$ cat src/rtl/fx_pkg.sv
// Shared encodings for the note-effect blocks: mode field values and the glide FSM states.
package fx_pkg;

  localparam logic [1:0] FX_MODE_DOWN   = 2'b00;
  localparam logic [1:0] FX_MODE_UP     = 2'b01;
  localparam logic [1:0] FX_MODE_GLIDE  = 2'b10;
  localparam logic [1:0] FX_MODE_BYPASS = 2'b11;

  typedef enum logic [1:0] {
    FX_IDLE  = 2'd0,
    FX_SLIDE = 2'd1,
    FX_HOLD  = 2'd2
  } fx_state_t;

endpackage

$ cat src/rtl/fx_tick_divider.sv
// Rate divider: counts qualifying ticks and fires step_en on every (speed+1)-th one.
// Intended for reuse by any rate-based note effect.
module fx_tick_divider
  import fx_pkg::*;
#(
  parameter int SPEED_W = 2
) (
  input  logic               clk,
  input  logic               rst,
  input  logic               clear,
  input  logic               tick,
  input  logic [SPEED_W-1:0] speed,
  output logic               step_en,
  output logic [SPEED_W-1:0] div_cnt
);

  // >= rather than == so a speed lowered below the running count steps on the next tick.
  assign step_en = tick & ~clear & (div_cnt >= speed);

  always_ff @(posedge clk) begin
    if (rst || clear) begin
      div_cnt <= '0;
    end else if (tick) begin
      div_cnt <= step_en ? '0 : div_cnt + 1'b1;
    end
  end

endmodule

$ cat src/rtl/fx_glide.sv
// Pitch slide/glide effect on the outgoing note. Define FX_GLIDE_WRAP_EN for the legacy
// wrapping behaviour of modes 00/01; by default those modes saturate and stop in HOLD.
module fx_glide
  import fx_pkg::*;
#(
  parameter int NOTE_W  = 6,
  parameter int SPEED_W = 2
) (
  input  logic               clk50mhz,
  input  logic               rst,
  input  logic               note_tick,
  input  logic               note_load,
  input  logic [NOTE_W-1:0]  note_in,
  input  logic [NOTE_W-1:0]  target,
  input  logic [1:0]         mode,
  input  logic [SPEED_W-1:0] speed,
  input  logic               en,
  output logic [NOTE_W-1:0]  note_out,
  output logic               sliding,
  output logic               done,
  output fx_state_t          dbg_state,
  output logic [SPEED_W-1:0] dbg_div_cnt
);

  localparam logic [NOTE_W-1:0] NOTE_MAX = {NOTE_W{1'b1}};

  // note_tick and note_load are single-cycle strobes, counted once per high cycle; load beats tick.
  fx_state_t         state, state_nxt;
  logic [NOTE_W-1:0] note_nxt;
  logic              done_nxt;
  logic              bypass, step_en, step_up, at_stop;

  assign bypass = (mode == FX_MODE_BYPASS);

  fx_tick_divider #(.SPEED_W(SPEED_W)) u_div (
    .clk     (clk50mhz),
    .rst     (rst),
    .clear   (note_load | ~en | bypass),
    .tick    (note_tick & ~note_load & (state == FX_SLIDE)),
    .speed   (speed),
    .step_en (step_en),
    .div_cnt (dbg_div_cnt)
  );

  assign step_up = (mode == FX_MODE_UP) || ((mode == FX_MODE_GLIDE) && (target > note_out));

  always_comb begin
    at_stop = 1'b0;
    if (step_en) begin
      if (mode == FX_MODE_GLIDE) begin
        at_stop = (note_out == target);
      end else begin
`ifdef FX_GLIDE_WRAP_EN
        at_stop = 1'b0;
`else
        at_stop = step_up ? (note_out == NOTE_MAX) : (note_out == '0);
`endif
      end
    end
  end

  always_ff @(posedge clk50mhz) begin
    if (rst) begin
      state    <= FX_IDLE;
      note_out <= '0;
      sliding  <= 1'b0;
      done     <= 1'b0;
    end else begin
      state    <= state_nxt;
      note_out <= note_nxt;
      sliding  <= (state_nxt == FX_SLIDE);
      done     <= done_nxt;
    end
  end

  always_comb begin
    state_nxt = state;
    if (bypass) begin
      state_nxt = FX_IDLE;
    end else if (note_load) begin
      state_nxt = en ? FX_SLIDE : FX_IDLE;
    end else if (at_stop) begin
      state_nxt = FX_HOLD;
    end
  end

  always_comb begin
    note_nxt = note_out;
    done_nxt = 1'b0;
    if (bypass || note_load) begin
      note_nxt = note_in;
    end else if (at_stop) begin
      done_nxt = 1'b1;
    end else if (step_en) begin
      note_nxt = step_up ? note_out + 1'b1 : note_out - 1'b1;
    end
  end

  assign dbg_state = state;

endmodule

$ cat config.mk
export PLATFORM = sky130hd
export DESIGN_NAME = fx_glide
export DESIGN_NICKNAME = d
export VERILOG_FILES = /design/src/rtl/fx_pkg.sv /design/src/rtl/fx_tick_divider.sv /design/src/rtl/fx_glide.sv
export SDC_FILE = /design/constraint.sdc
export NUM_CORES = 1
export LEC_CHECK = 0
export ABC_AREA = 1
export ABC_CLOCK_PERIOD_IN_PS = 6800
export CAP_MARGIN = 20
export CORE_ASPECT_RATIO = 0.7
export CORE_MARGIN = 5
export CORE_UTILIZATION = 47
export DETAILED_ROUTE_END_ITERATION = 16
export PLACE_DENSITY = 0.81
export SETUP_SLACK_MARGIN = 0.3
export SYNTH_ARGS = -nofsm -noshare
export SYNTH_HDL_FRONTEND = slang
export SYNTH_SLANG_ARGS = --single-unit
$ cat constraint.sdc
create_clock -name clk50mhz -period 6.8 [get_ports clk50mhz]
set_clock_uncertainty 0.1 [all_clocks]
set_input_delay 1.36 -clock clk50mhz [delete_from_list [all_inputs] [get_ports clk50mhz]]
set_output_delay 1.36 -clock clk50mhz [all_outputs]
set_load 0.02 [all_outputs]
== Word level (Yosys, flattened, before mapping) ==
Cells that the tools add are included.

* Bits in registers: 12

* Add/sub/neg operators: 3
* Magnitude comparators: 2
* Equal/unequal tests: 8
* Multiplexer cells: 13
* Bitwise operators: 9
* Reduce and logical (&&, ||, !) cells: 8

{| class="wikitable"
|+ Operators by type and width
! kind !! count
|-
| $mux W6 || 4
|-
| $mux W2 || 4
|-
| $add A6 B1 Y6 const B || 1
|-
| $eq A2 B1 Y1 const B || 3
|-
| $eq A6 B6 Y1 || 1
|-
| $eq A6 B6 Y1 const B || 1
|-
| $gt A6 B6 Y1 || 1
|-
| $logic_not A6 Y1 || 1
|-
| $sub A6 B1 Y6 const B || 1
|-
| $mux W1 || 5
|-
| $and A1 B1 Y1 || 4
|-
| $eq A2 B2 Y1 const B || 2
|-
| $logic_or A1 B1 Y1 || 3
|-
| $not A1 Y1 || 3
|-
| $add A2 B1 Y2 const B || 1
|-
| $ge A2 B2 Y1 || 1
|-
| $ne A2 B1 Y1 const B || 1
|-
| $or A1 B1 Y1 || 2
|-
| $reduce_and A2 Y1 || 1
|-
| $reduce_bool A2 Y1 || 1
|-
| $reduce_or A2 Y1 || 1
|-
| $logic_and A1 B1 Y1 || 1
|}

== Depth between registers and ports, before layout ==
* Depth after elaboration: 11
* Mapped depth: 22

== Hierarchy ==
From an unflattened synthesis, not the netlist that was laid out.

* Cells, all modules: 173
* Area total of the unflattened synthesis: 1,183.6 um^2

{| class="wikitable"
|+ Modules (own cells, without submodules)
! module !! instances !! cells each !! area each (um^2) !! sequential area each (um^2)
|-
| fx_glide || 1 || 146 || 1,024.7 || 200.2
|-
| fx_tick_divider || 1 || 27 || 158.9 || 40.0
|}

== Worst setup path before layout ==
No wires, ideal clock.

* Path type: input-to-reg
* Start: input port target[5]
* End: register note_out[5]
* Arrival: 3.319 ns
* Slack: 3.268 ns
* Stages: 18
* Path buffers: 0
* Cell sequence: ha_1 > nand2_1 > nor2_1 > a21oi_1 > nand2_1 > nand2_1 > inv_1 > ha_1 > a21oi_1 > nand2_1 > nand2_1 > nand2_1 > a21oi_1 > nand2_1 > nand3_1 > nand2_1 > nor2_1 > nor2_1

* Longest elaborated chain between the ends: 8
* Elaborated cells on any way between the ends: 13
* Those cells by class: order compare: 1; eq/ne: 2; mux: 7; reduce/logical: 3

{| class="wikitable"
|+ RTL lines
! what !! RTL line !! RTL
|-
| start: declaration || fx_glide.sv:14 || <nowiki>input logic [NOTE_W-1:0] target,</nowiki>
|-
| $gt A6 B6 Y1 || fx_glide.sv:45 || <nowiki>assign step_up = (mode == FX_MODE_UP) || ((mode == FX_MODE_GLIDE) && (target > note_out));</nowiki>
|-
| $logic_and A1 B1 Y1 || fx_glide.sv:45 ||
|-
| $logic_or A1 B1 Y1 || fx_glide.sv:45 ||
|-
| $mux W1 || fx_glide.sv:56 || <nowiki>at_stop = step_up ? (note_out == NOTE_MAX) : (note_out == '0);</nowiki>
|-
| $mux W1 || fx_glide.sv:50 || <nowiki>if (mode == FX_MODE_GLIDE) begin</nowiki>
|-
| $mux W1 || fx_glide.sv:49 || <nowiki>if (step_en) begin</nowiki>
|-
| $ne A2 B1 Y1 (no line) || n/a ||
|-
| $reduce_and A2 Y1 (no line) || n/a ||
|-
| end signal: assignment || fx_glide.sv:70 || <nowiki>note_out <= note_nxt;</nowiki>
|-
| end: declaration || fx_glide.sv:18 || <nowiki>output logic [NOTE_W-1:0] note_out,</nowiki>
|}

Several ways; a longest one is shown, not always the timed one. The select of a mux whose other input is x is not followed.
A chain may end at the register's enable or synchronous reset.

== Worst setup path in the final report ==
* Start: input port target[0]
* End: register note_out[5]

The elaborated chain is that of the path after synthesis.

==> impl_metrics.env <==
export IMPL_setup_ws_ps=2780
export IMPL_slew_viol_final=0
export IMPL_dieArea_mm2=0.00330
export IMPL_leakage_nw=0.691
export IMPL_synth_distinct_cells=23
export IMPL_root_buffer="clkbuf_4"
export IMPL_design_area_mm2=0.00141
export IMPL_worstPathMaxFanout=4
export IMPL_die_h_um=49.6
export IMPL_period_needed_ps=4020
export IMPL_io_buffers=32
export IMPL_core_mm2=0.00214
export IMPL_powerDensity_mw_per_mm2=152
export IMPL_synth_top_family_by_area="simple AND/OR/NAND/NOR gates"
export IMPL_endpoint_kind="register"
export IMPL_synthAdderAreaFrac=0.162
export IMPL_ir_drop_mv=0.0791
export IMPL_clockBufferDepth=2
export IMPL_post_cts_setup_buffers=0
export IMPL_synthTopCellsByCount="40 x nand2_1, 31 x inv_1, 17 x nor2_1, 14 x nand3_1, 13 x a21oi_1"
export IMPL_synthSimpleGateAreaFrac=0.366
export IMPL_grt_use_met1=0.214
export IMPL_gp_congestion=0.811
export IMPL_routed_wl_um=2670
export IMPL_yosysTopAreaCell="dfxtp_1"
export IMPL_start_util=0.493
export IMPL_cts_max_level=1
export IMPL_grt_pass1_vias=1035
export IMPL_fin_util=0.662
export IMPL_period_share=0.592
export IMPL_fmax_mhz=248
export IMPL_drive_gt1_frac=0.0406
export IMPL_top_usage_layer="met2"
export IMPL_routedWlPerCell_um=11.7
export IMPL_synth_xor_area_frac=0.0166
export IMPL_crit_required_ps=6870
export IMPL_worstPathArrival_ps=4090
export IMPL_async_reset_ff_frac=0
export IMPL_global_route_usage_met3=0.0614
export IMPL_ys_ff_latch=12
export IMPL_critPathLaunchType="primary input"
export IMPL_grt_util_all_layers=0.172
export IMPL_ys_seq_area_frac=0.228
export IMPL_fin_worst_hold_slack_ps=468
export IMPL_clk_latency_ps=270
export IMPL_drt_initial_drc_count=35
export IMPL_synth_edf_count=0
export IMPL_status="completed"
export IMPL_antenna_found_initial=0
export IMPL_ctsHoldBuffers=0
export IMPL_cts_buffers=3
export IMPL_grt_pass1_wl_um=4420
export IMPL_yosysWarningCount=0
export IMPL_pre_cts_slack_ps=2530
export IMPL_grt_start_max_net_pins=14
export IMPL_dpl_cell_area_mm2=0.00139
export IMPL_hold_class="reg -> reg"
export IMPL_syn_avg_cell_area_um2=6.42
export IMPL_detail_route_antenna_nets=0
export IMPL_routed_via_density=4.96
export IMPL_hpwl_um=2200
export IMPL_num_rows=14
export IMPL_setup_viol=0
export IMPL_areaGrowthSynthToFinish_pct=34.2
export IMPL_rsz0062_at_grt="false"
export IMPL_ys_flop_type="dfxtp_1"
export IMPL_first_pass_iters=5
export IMPL_grt_ovfl_total=0
export IMPL_use_met2=0.280
export IMPL_synth_most_common_cell="nand2_1"
export IMPL_synth_compound_area_share=0.0926
export IMPL_path_class="in -> reg"
export IMPL_timing_slew_headroom=0.761
export IMPL_drc_errors=0
export IMPL_tightest_slew_ps=359
export IMPL_die_x_um=66.6
export IMPL_io_pins=33
export IMPL_synth_area_top_cells="dfxtp_1 23%, ha_1 14%, nand2_1 14%"
export IMPL_clkSinkCount=12
export IMPL_synth_cells=164
export IMPL_synth_nets=198
export IMPL_hold_viol_final=0
export IMPL_num_antenna_cells=0
export IMPL_synth_top_area_frac=0.228
export IMPL_cts_resized=0
export IMPL_path_clk_slew_ps=70
export IMPL_max_cap_violations=0
export IMPL_setup_tns_final_ps=0
export IMPL_cts_tree="done"
export IMPL_nNetsFinal=233
export IMPL_synth_mux_area_frac=0
export IMPL_fill_cells=208
export IMPL_via_count=1136
export IMPL_netlist_area_mm2=0.00105
-- metal layers --
| layer | part of all wire | wire length (um) |
|---|---|---|
| met1 | 0.45 | 1210 |
| met5 | 0 | 0 |
| met4 | 0.014 | 38 |
| met3 | 0.072 | 193 |
| met2 | 0.46 | 1220 |
-- registers in the layout, summed over array words and instances, names as in the netlist --
name and count:
dbg_state 2, note_out 6, u_div.div_cnt 2, done 1, sliding 1
-- critical path, stage by stage --
cell and delay (ps):
clkdlybuf4s50_1 460, inv_1 40, ha_1 270, nand2_1 70, inv_1 30, a21oi_1 170, nand2_1 110, nand2_1 160
inv_1 120, ha_1 350, a21oi_1 210, nand2_1 90, nand2_1 90, nand2_1 50, a21oi_1 160, nand2_1 70
nand3_1 80, nand2_1 50, nor2_1 100, nor2_1 50
-- through the flow --
| stage | total power [mW] | cells |
|---|---|---|
| finish | 0.215 | 229 |
| floorplan | 0.140 | 164 |
| global route | 0.232 | 229 |
| CTS | 0.216 | 229 |
| detailed placement | 0.173 | 226 |
| global placement | 0.170 | 226 |
-- final timing paths --
path / from / end / slack [ps] / depth (start not counted)
worst max-delay path: target[0] / note_out[5]$_SDFFE_PP0P_ / 2780 / 20
worst max register to register: note_out[1]$_SDFFE_PP0P_ / note_out[5]$_SDFFE_PP0P_ / 3770 / 19
worst min-delay path: u_div.div_cnt[0]$_SDFFE_PP0P_ / u_div.div_cnt[0]$_SDFFE_PP0P_ / 470 / 2
worst min register to register: u_div.div_cnt[0]$_SDFFE_PP0P_ / u_div.div_cnt[0]$_SDFFE_PP0P_ / 470 / 2
-- layout by cell type, fill, tap and decap left out --
cell              n
or2_1             1
nor3_1            3
and2_1            1
nand4_1           3
nand3_2           1
fa_1              1
clkinv_1          1
nand3_1          14
o21ai_0           4
xor2_1            1
dfxtp_1          12
nand2_2           1
nor2_1           17
clkdlybuf4s50_1  32
inv_1            31
or2_2             1
nand2_4           1
a31oi_1           2
ha_1             12
a21oi_1          13
xnor2_1           1
nor4_4            1
nand2_1          40
clkbuf_4          3
-- cell families (layout without fill, tap and decap cells) --
| logic type | Yosys count | in the layout |
|---|---|---|
| AO/OA/AOI/OAI | 19 | 19 |
| XOR/XNOR | 2 | 2 |
| adder cells (fa/ha/maj) | 13 | 13 |
| buffers and inverters | 34 | 67 |
| flip-flops | 12 | 12 |
| AND/OR/NAND/NOR | 84 | 84 |
-- cell type report --
cell class              instances  area [um2]  share of cell area
multi-input cells             118         671               0.474
clock buffers                   3        22.5              0.0159
flip-flops and latches         12         240               0.170
repair buffers                 32         320               0.227
well taps                      32        40.0              0.0283
inverters                      32         120              0.0850
-- report_power, final --
group          total (mW)  leakage, nW  switching (mW)  internal, mW
registers          0.0804       0.0985         0.00588        0.0745
clock network      0.0422       0.0138          0.0217        0.0205
logic              0.0920        0.579          0.0498        0.0422
total               0.215        0.691          0.0774         0.137
(Power assumes the default switching activity.)
